[src/rtl/wall_follower_ctrl.sv]
// -----------------------------------------------------------------------------
// wall_follower_ctrl
//   Wall-following navigation controller. Raw wall sensors are synchronised
//   and debounced, then drive a Moore FSM that follows the wall on the chosen
//   side (left- or right-hand rule) using timed in-place turns, a short forward
//   re-attach step after turning toward the wall, and dead-end detection.
//
// Parameters
//   DEBOUNCE     cycles a synced sensor must differ before the debounced copy follows
//   TURN_CYCLES  cycles each turn manoeuvre lasts
//   STEP_CYCLES  cycles of forward motion after a turn toward the wall
//   MAX_TURNS    consecutive turns allowed before declaring STUCK
//
// Ports
//   clk           in   system clock, rising edge
//   reset_n       in   asynchronous active-low reset
//   enable        in   1 = run, 0 = return to IDLE
//   hand_sel      in   0 = left-hand rule, 1 = right-hand rule (sampled leaving IDLE)
//   front_sensor  in   raw, asynchronous: wall ahead
//   left_sensor   in   raw, asynchronous: wall on the left
//   right_sensor  in   raw, asynchronous: wall on the right
//   front         out  drive forward
//   turn          out  rotate in place
//   turn_dir      out  0 = rotate left, 1 = rotate right (0 when not turning)
//   halted        out  1 while STUCK
//   state_o       out  current state encoding for debug
// -----------------------------------------------------------------------------
module wall_follower_ctrl #(
  parameter int DEBOUNCE    = 4,
  parameter int TURN_CYCLES = 8,
  parameter int STEP_CYCLES = 4,
  parameter int MAX_TURNS   = 4
) (
  input  logic       clk,
  input  logic       reset_n,
  input  logic       enable,
  input  logic       hand_sel,
  input  logic       front_sensor,
  input  logic       left_sensor,
  input  logic       right_sensor,
  output logic       front,
  output logic       turn,
  output logic       turn_dir,
  output logic       halted,
  output logic [2:0] state_o
);

  typedef enum logic [2:0] {
    S_IDLE        = 3'd0,
    S_SEEK        = 3'd1,
    S_TRACK       = 3'd2,
    S_TURN_AWAY   = 3'd3,
    S_TURN_TOWARD = 3'd4,
    S_STEP        = 3'd5,
    S_STUCK       = 3'd6
  } state_t;

  localparam int DB_W    = $clog2(DEBOUNCE + 1);
  localparam int TMR_MAX = (TURN_CYCLES > STEP_CYCLES) ? TURN_CYCLES : STEP_CYCLES;
  localparam int TMR_W   = $clog2(TMR_MAX + 1);
  localparam int TC_W    = $clog2(MAX_TURNS + 1);

  // Sensor bit order used throughout: [0]=front, [1]=left, [2]=right.
  logic [2:0]      w_raw;
  logic [2:0]      r_sync1;
  logic [2:0]      r_sync2;
  logic [2:0]      r_deb;
  logic [DB_W-1:0] r_db_cnt [3];

  state_t           r_state;
  state_t           w_next;
  logic             r_hand_q;
  logic             w_hand_next;
  logic [TMR_W-1:0] r_timer;
  logic [TC_W-1:0]  r_turn_cnt;

  logic w_f;
  logic w_s;
  logic w_turn_done;
  logic w_step_done;
  logic w_turn_start;
  logic w_entry;

  logic r_front, r_turn, r_turn_dir, r_halted;
  logic w_front, w_turn, w_turn_dir, w_halted;

  assign w_raw = {right_sensor, left_sensor, front_sensor};

  // ---------------------------------------------------------------------------
  // Input path: 2-flop synchroniser, then a per-sensor debounce counter that
  // only lets the debounced copy follow after DEBOUNCE consecutive differing
  // samples.
  // ---------------------------------------------------------------------------
  // NOTE: every flop here (and below) uses <= so all registers sample the
  // pre-edge values of each other; blocking assignments would collapse the
  // synchroniser stages into one.
  always_ff @(posedge clk or negedge reset_n) begin
    if (!reset_n) begin
      r_sync1 <= '0;
      r_sync2 <= '0;
      r_deb   <= '0;
      for (int i = 0; i < 3; i++) r_db_cnt[i] <= '0;
    end else begin
      r_sync1 <= w_raw;
      r_sync2 <= r_sync1;
      for (int i = 0; i < 3; i++) begin
        if (r_sync2[i] == r_deb[i]) begin
          r_db_cnt[i] <= '0;
        end else if (r_db_cnt[i] == DB_W'(DEBOUNCE - 1)) begin
          r_deb[i]    <= r_sync2[i];
          r_db_cnt[i] <= '0;
        end else begin
          r_db_cnt[i] <= r_db_cnt[i] + 1'b1;
        end
      end
    end
  end

  assign w_f         = r_deb[0];
  assign w_s         = r_hand_q ? r_deb[2] : r_deb[1];
  assign w_turn_done = (r_timer == TMR_W'(TURN_CYCLES - 1));
  assign w_step_done = (r_timer == TMR_W'(STEP_CYCLES - 1));
  assign w_hand_next = (r_state == S_IDLE && enable) ? hand_sel : r_hand_q;

  // ---------------------------------------------------------------------------
  // Next-state logic. w_turn_start flags the start of a new turn manoeuvre,
  // including TURN_AWAY re-entering itself, so the turn budget and the timer
  // can react to self re-entry too.
  // ---------------------------------------------------------------------------
  // NOTE: all outputs of this block get a default first so no path leaves
  // them unassigned, which would otherwise infer latches.
  always_comb begin
    w_next       = r_state;
    w_turn_start = 1'b0;
    unique case (r_state)
      S_IDLE: begin
        w_next = S_SEEK;
      end
      S_SEEK: begin
        if (w_f) begin
          w_next       = S_TURN_AWAY;
          w_turn_start = 1'b1;
        end else if (w_s) begin
          w_next = S_TRACK;
        end
      end
      S_TRACK: begin
        if (w_f) begin
          w_next       = S_TURN_AWAY;
          w_turn_start = 1'b1;
        end else if (!w_s) begin
          w_next       = S_TURN_TOWARD;
          w_turn_start = 1'b1;
        end
      end
      S_TURN_AWAY: begin
        if (w_turn_done) begin
          if (w_f) begin
            w_next       = S_TURN_AWAY;
            w_turn_start = 1'b1;
          end else begin
            w_next = w_s ? S_TRACK : S_SEEK;
          end
        end
      end
      S_TURN_TOWARD: begin
        if (w_turn_done) w_next = S_STEP;
      end
      S_STEP: begin
        if (w_f) begin
          w_next       = S_TURN_AWAY;
          w_turn_start = 1'b1;
        end else if (w_step_done) begin
          if (w_s) begin
            w_next = S_TRACK;
          end else begin
            w_next       = S_TURN_TOWARD;
            w_turn_start = 1'b1;
          end
        end
      end
      S_STUCK: begin
        w_next = S_STUCK;
      end
      default: begin
        w_next = S_IDLE;
      end
    endcase

    // Out of turn budget: the turn that would exceed it becomes STUCK.
    if (w_turn_start && (r_turn_cnt >= TC_W'(MAX_TURNS))) begin
      w_next       = S_STUCK;
      w_turn_start = 1'b0;
    end

    if (!enable) begin
      w_next       = S_IDLE;
      w_turn_start = 1'b0;
    end
  end

  assign w_entry = (w_next != r_state) || w_turn_start;

  // Output decode of the next state, registered so the motor stage sees
  // glitch-free levels that change together with state_o.
  always_comb begin
    w_front    = 1'b0;
    w_turn     = 1'b0;
    w_turn_dir = 1'b0;
    w_halted   = 1'b0;
    unique case (w_next)
      S_SEEK, S_TRACK, S_STEP: w_front = 1'b1;
      S_TURN_AWAY: begin
        w_turn     = 1'b1;
        w_turn_dir = ~w_hand_next;
      end
      S_TURN_TOWARD: begin
        w_turn     = 1'b1;
        w_turn_dir = w_hand_next;
      end
      S_STUCK: w_halted = 1'b1;
      default: ;
    endcase
  end

  always_ff @(posedge clk or negedge reset_n) begin
    if (!reset_n) begin
      r_state    <= S_IDLE;
      r_hand_q   <= 1'b0;
      r_timer    <= '0;
      r_turn_cnt <= '0;
      r_front    <= 1'b0;
      r_turn     <= 1'b0;
      r_turn_dir <= 1'b0;
      r_halted   <= 1'b0;
    end else begin
      r_state    <= w_next;
      r_hand_q   <= w_hand_next;
      r_front    <= w_front;
      r_turn     <= w_turn;
      r_turn_dir <= w_turn_dir;
      r_halted   <= w_halted;

      if (w_entry) begin
        r_timer <= '0;
      end else if (r_timer != TMR_W'(TMR_MAX)) begin
        r_timer <= r_timer + 1'b1;
      end

      if (w_next == S_SEEK || w_next == S_TRACK) begin
        r_turn_cnt <= '0;
      end else if (w_turn_start && (r_turn_cnt < TC_W'(MAX_TURNS))) begin
        r_turn_cnt <= r_turn_cnt + 1'b1;
      end
    end
  end

  assign front    = r_front;
  assign turn     = r_turn;
  assign turn_dir = r_turn_dir;
  assign halted   = r_halted;
  assign state_o  = r_state;

endmodule

[config.mk]
export PLATFORM = sky130hd
export DESIGN_NAME = wall_follower_ctrl
export DESIGN_NICKNAME = d
export VERILOG_FILES = /design/src/rtl/wall_follower_ctrl.sv
export SDC_FILE = /design/constraint.sdc
export NUM_CORES = 1
export LEC_CHECK = 0
export BUFFER_PORTS_ARGS = -buffer_cell sky130_fd_sc_hd__buf_2
export CAP_MARGIN = 20
export CORE_MARGIN = 2
export CORE_UTILIZATION = 49
export CTS_CLUSTER_SIZE = 30
export DETAILED_ROUTE_END_ITERATION = 16
export GPL_ROUTABILITY_DRIVEN = 0
export GPL_TIMING_DRIVEN = 0
export PLACE_DENSITY = 0.68
export SYNTH_ARGS = -nofsm -noshare
export SYNTH_HDL_FRONTEND = slang
export SYNTH_SLANG_ARGS = --single-unit
[constraint.sdc]
create_clock -name clk -period 2.85 [get_ports clk]
set_input_delay 0.285 -clock clk [delete_from_list [all_inputs] [get_ports clk]]
set_output_delay 0.285 -clock clk [all_outputs]
set_load 0.05 [all_outputs]
After elaboration in Yosys (flattened, before gate mapping)

Cells that the tools add are included.

Reduce and logical (&&, ||, !) cells: 13
Eq/ne operators: 22
Order comparisons: 2
Muxes and demuxes: 39
$add $sub $neg: 5
Bitwise operators: 4

Operators with widths:

| kind                | count |
|---|---|
| $mux 3              | 19 |
| $eq 3x2->1 const B  | 7 |
| $pmux 3 s7          | 1 |
| $eq 3x3->1 const B  | 6 |
| $mux 1              | 13 |
| $add 3x1->3 const B | 4 |
| $mux 4              | 2 |
| $eq 3x1->1 const B  | 2 |
| $reduce_and 2->1    | 3 |
| $add 4x1->4 const B | 1 |
| $eq 4x2->1 const B  | 1 |
| $eq 4x3->1 const B  | 1 |
| $mux 2              | 2 |
| $ne 4x4->1 const B  | 1 |
| $not 1->1           | 4 |
| $pmux 1 s4          | 1 |
| $reduce_bool 2->1   | 2 |
| $eq 1x1->1          | 3 |
| $ge 3x3->1 const B  | 1 |
| $logic_and 1x1->1   | 3 |
| $logic_not 3->1     | 1 |
| $lt 3x3->1 const B  | 1 |
| $ne 3x3->1          | 1 |
| $reduce_or 3->1     | 1 |
| 3 further kinds     | 4 |

Logic and storage cells: 101
Output and inout port bits: 7
Register bits: 33
Input bits: 7

Depth between registers and ports, before layout

Depth in word-level cells: 11
Depth in mapped cells: 8
Depth with buffers taken out: 7

Worst setup path before layout

Ideal clock, no wire load.

Path type: register to register
Start: register r_state[1] (netlist: state_o[1])
End: register r_timer[2]
Data required time: 2.749 ns
Library setup time: 0.101 ns
Setup slack: 0.396 ns
Clock period less this slack: 2.454 ns
Stages on the path, launching flop included: 9
Data arrival time: 2.353 ns
Buffers on the path: 2
Cell sequence: dfrtp_1 > clkbuf_2 > buf_2 > nand2_1 > o22a_1 > o22ai_1 > xor2_1 > o32a_4 > nor4_1

Word-level cells in the longest chain between the ends: 8
Elaborated cells between the ends (all ways): 26
Those cells by class: eq/ne: 7; mux: 15; reduce/logical: 4

Ends and longest elaborated chain:

| what                                                   | RTL line | source |
|---|---|---|
| start: declaration                                     | 70       | `state_t r_state;` |
| start signal: assignment                               | 237      | `r_state <= w_next;` |
| $mux 3 (tied with other cells)                         | 173      | `end else if (w_step_done) begin` |
| $mux 3 (tied with other cells)                         | 170      | `if (w_f) begin` |
| $pmux 3 s7 / $logic_and 1x1->1 (equally long branches) | 135, 191 |  |
| $mux 3                                                 | 191      | `if (w_turn_start && (r_turn_cnt >= TC_W'(MAX_TURNS))) begin` |
| $mux 3                                                 | 196      | `if (!enable) begin` |
| $ne 3x3->1                                             | 202      | `assign w_entry = (w_next != r_state) \|\| w_turn_start;` |
| $logic_or 1x1->1 (*)                                   | 202      |  |
| $mux 4 / $reduce_bool 2->1 (equally long branches)     | -        |  |
| end signal: assignment                                 | 247      | `r_timer <= r_timer + 1'b1;` |
| end: declaration                                       | 74       | `logic [TMR_W-1:0] r_timer;` |

Every way passes the cells marked *; elsewhere a longest branch is shown, timed or not.
A chain may end at the register's enable or synchronous reset.

Worst setup path after layout

Start: register r_timer[1]
End: register r_timer[0]

Word-level cells in the longest chain between the ends: 10
Elaborated cells between the ends (all ways): 21
Those cells by class: eq/ne: 4; mux: 14; reduce/logical: 3

Ends and longest elaborated chain:

| what                                               | RTL line | source |
|---|---|---|
| $eq 4x2->1                                         | 122      | `assign w_step_done = (r_timer == TMR_W'(STEP_CYCLES - 1));` |
| $mux 1                                             | 173      |  |
| $mux 1                                             | 170      |  |
| $pmux 1 s4                                         | 135      | `unique case (r_state)` |
| $logic_and 1x1->1                                  | 191      |  |
| $mux 3                                             | 191      |  |
| $mux 3                                             | 196      |  |
| $ne 3x3->1                                         | 202      |  |
| $logic_or 1x1->1                                   | 202      |  |
| $mux 4 / $reduce_bool 2->1 (equally long branches) | -        |  |

Parallel ways exist; a longest one is shown, timed or not.

==> flow_metrics.env <==
export IMPL_areaGrowthSynthToFinish_pct=10.2
export IMPL_min_delay_path_class="in2async"
export IMPL_half_perimeter_wire_length_after_placement_um=2400
export IMPL_max_freq_mhz=389
export IMPL_synth_yosys_seq_area_share=0.486
export IMPL_drc=0
export IMPL_syn_nets=162
export IMPL_leakage_nw=0.830
export IMPL_synthFlopType="sky130_fd_sc_hd__dfrtp_1"
export IMPL_cts_resized=0
export IMPL_routedWlPerCell_um=14.9
export IMPL_yosys_area_top_type_share=0.486
export IMPL_violations="negative hold slack"
export IMPL_cts_buffer_depth=2
export IMPL_run_status="finished with violations"
export IMPL_portBuffers=13
export IMPL_maximum_number_of_pins_on_one_net_before_global_route_repair=34
export IMPL_cts_htree_levels=2
export IMPL_cts_num_sinks=33
export IMPL_hold_slack_ns=-0.0123
export IMPL_fin_worst_skew_ns=0.00590
export IMPL_timing_slew_headroom=0.528
export IMPL_antenna_violations_before_repair=0
export IMPL_yosys_register_bits=33
export IMPL_floorplan_initialDensity=0.509
export IMPL_dieWidth_um=62.9
export IMPL_layout_core_utilization=0.561
export IMPL_i_o_pin_count=14
export IMPL_placed_area_um2=1820
export IMPL_gr_total_overflow=0
export IMPL_timing_critical_path_to_type="flop"
export IMPL_totalWireLength_um=3230
export IMPL_critPathRequiredTime_ns=3.08
export IMPL_detailedRoute_firstPassIterationCount=4
export IMPL_synth_edff_count=0
export IMPL_first_pass_grt_wire_length_um=6030
export IMPL_syn_area_per_cell_um2=11.4
export IMPL_fin_crit_ns=2.57
export IMPL_fp_coreArea_um2=3340
export IMPL_timing_final_setup_violations=0
export IMPL_clk_latency_ns=0.33
export IMPL_max_cap_violations=0
export IMPL_synth_distinct_cells=44
export IMPL_yosys_area_top_type="sky130_fd_sc_hd__dfrtp_1"
export IMPL_tritoncts="done"
export IMPL_crit_arrival_ns=2.80
export IMPL_total_grt_usage=0.197
export IMPL_finalHoldViolCount=26
export IMPL_chipHeight_um=62.9
export IMPL_critical_path_max_fanout=7
export IMPL_yosysWarnings=0
export IMPL_powerDensity_nw_per_um2=972
export IMPL_grt_pass1_vias=1270
export IMPL_cts_made_buffers=5
export IMPL_report_final_slew_viol_count=0
export IMPL_gate_count_post_synth=149
export IMPL_finish_instance_area_um2=1870
export IMPL_post_cts_repair_setup_buffers=0
export IMPL_power_mw=1.82
export IMPL_row_count=21
export IMPL_route_vias_total=1210
export IMPL_setup_cp_type="reg2reg"
export IMPL_ctsHoldBuffers=0
export IMPL_fin_nets=182
export IMPL_rr_worst_depth=7
export IMPL_post_drt_antenna_nets=0
export IMPL_asyncSetResetFlopFracSynth=1.00
export IMPL_cts_reportedPaths_clkPinSlew_ns=0.10
export IMPL_worst_slew_pin_slew_ns=0.707
export IMPL_fraction_of_layout_cells_with_a_size_suffix_above_1=0.224
export IMPL_grt_setup_unrepaired="no"
export IMPL_n_fill_cell=310
export IMPL_n_antenna_cell=0
export IMPL_final_min_period_over_clock_period=0.901
export IMPL_mappedNetlistArea_um2=1700
export IMPL_cts_root_buf="sky130_fd_sc_hd__clkbuf_4"
export IMPL_start_kind="flop"
export IMPL_vdd_ir_drop_max_mv=0.433
export IMPL_die_area_um2=3950
export IMPL_detail_route_vias_per_cell=5.60
export IMPL_fin_setup_tns_ns=0
export IMPL_first_drt_iteration_drcs=57
export IMPL_synth_area_top_cells="sky130_fd_sc_hd__dfrtp_1 (49%), sky130_fd_sc_hd__ha_1 (4.4%), sky130_fd_sc_hd__nor3b_1 (4.4%)"
==> cells by family after synthesis <==
family / Yosys count / synth area share
buffers and inverters: 12 / 0.0302
AO/OA/AOI/OAI: 26 / 0.135
multiplexers: 9 / 0.0567
AND/OR/NAND/NOR: 55 / 0.206
flip-flops: 33 / 0.486
adder cells (fa/ha/maj): 6 / 0.0442
XOR/XNOR: 8 / 0.0413
==> sequential cells by signal, indices dropped and copies added, names as in the netlist <==
signal	cells
r_timer	4
r_sync1	3
front	1
r_sync2	3
r_deb	3
turn_dir	1
halted	1
r_db_cnt	9
r_turn_cnt	3
state_o	3
r_hand_q	1
turn	1
==> cell type report <==
| cell class | instances | area (um2) | share of cell area |
|---|---|---|---|
| sequential | 33 | 826 | 0.441 |
| multi-input combinational | 104 | 821 | 0.439 |
| timing repair buffer | 13 | 65.1 | 0.0348 |
| tap | 46 | 57.6 | 0.0307 |
| clock buffer | 6 | 41.3 | 0.0221 |
| buffer | 6 | 28.8 | 0.0154 |
| inverter | 6 | 22.5 | 0.0120 |
| clock inverter | 2 | 10.0 | 0.00535 |
==> worst max-delay path, stage by stage, from the launching register on <==
cell	delay (ns)
sky130_fd_sc_hd__dfrtp_1	0.40
sky130_fd_sc_hd__ha_1	0.26
sky130_fd_sc_hd__nor4b_1	0.30
sky130_fd_sc_hd__o311ai_1	0.14
sky130_fd_sc_hd__o22ai_1	0.51
sky130_fd_sc_hd__xor2_1	0.17
sky130_fd_sc_hd__o32a_4	0.37
sky130_fd_sc_hd__nor4_1	0.30
==> path summary, 6_finish.rpt <==
| check | start | endpoint | slack [ns] |
|---|---|---|---|
| hold reg to reg | r_sync1[1]$_DFF_PN0_ | r_sync2[1]$_DFF_PN0_ | 0.36 |
| setup / recovery | r_timer[1]$_DFFE_PN0P_ | r_timer[0]$_DFFE_PN0P_ | 0.28 |
| setup reg to reg | r_timer[1]$_DFFE_PN0P_ | r_timer[0]$_DFFE_PN0P_ | 0.28 |
| hold / removal | reset_n | r_db_cnt[6]$_DFF_PN0_ | -0.01 |
| min in group clk | front_sensor | r_sync1[0]$_DFF_PN0_ | 0.05 |
| max in group asynchronous | reset_n | r_turn_cnt[2]$_DFFE_PN0P_ | 2.41 |
==> stage by stage <==
stage	cells	setup WS (ns)
floorplan	149	0.396
detailed placement	208	0.306
global route	216	0.0216
CTS	216	0.259
global placement	208	0.419
finish	216	0.282
==> power breakdown <==
| part | internal [mW] | switching, mW |
|---|---|---|
| sequential | 0.584 | 0.0792 |
| combinational | 0.352 | 0.559 |
| clock | 0.0938 | 0.152 |
==> routing by layer <==
metal | wire, um | global-route usage | vias to the layer above
met1 | 1460 | 0.259 | 596
met5 | 0 | 0 | -
met2 | 1580 | 0.294 | 22
met4 | 56 | 0.0889 | 0
met3 | 128 | 0.0649 | 6
li1 | - | - | 586
==> placed cells by master, fill, tap and decap left out, types with 3 or more instances in the layout <==
cell / Yosys / layout
sky130_fd_sc_hd__buf_2: 4 / 17
sky130_fd_sc_hd__nor2b_1: 8 / 8
sky130_fd_sc_hd__mux2_2: 5 / 5
sky130_fd_sc_hd__nand2_1: 9 / 9
sky130_fd_sc_hd__clkbuf_4: 0 / 5
sky130_fd_sc_hd__nor3b_1: 10 / 10
sky130_fd_sc_hd__ha_1: 6 / 6
sky130_fd_sc_hd__mux2i_1: 4 / 4
sky130_fd_sc_hd__o31ai_1: 3 / 3
sky130_fd_sc_hd__nor4_1: 4 / 4
sky130_fd_sc_hd__dfrtp_1: 33 / 33
sky130_fd_sc_hd__xor2_1: 4 / 4
sky130_fd_sc_hd__a21oi_1: 6 / 6
sky130_fd_sc_hd__nand3_1: 4 / 4
sky130_fd_sc_hd__inv_1: 6 / 6
sky130_fd_sc_hd__nor3_1: 5 / 5
sky130_fd_sc_hd__xnor2_1: 4 / 4
==> Yosys cell counts (all sizes together), types with 2 or more instances <==
library cell / n
mux2i: 4
nand2: 9
inv: 6
xor2: 4
nand3: 4
nor3: 6
nand3b: 2
o221ai: 2
xnor2: 4
nor2b: 8
ha: 6
o21ai: 2
dfrtp: 33
o31ai: 3
clkbuf: 2
o22ai: 2
buf: 4
mux2: 5
nor4b: 2
a21oi: 7
nor3b: 10
and3b: 2
nor4: 4
nand2b: 2
(Power assumes the default switching activity.)
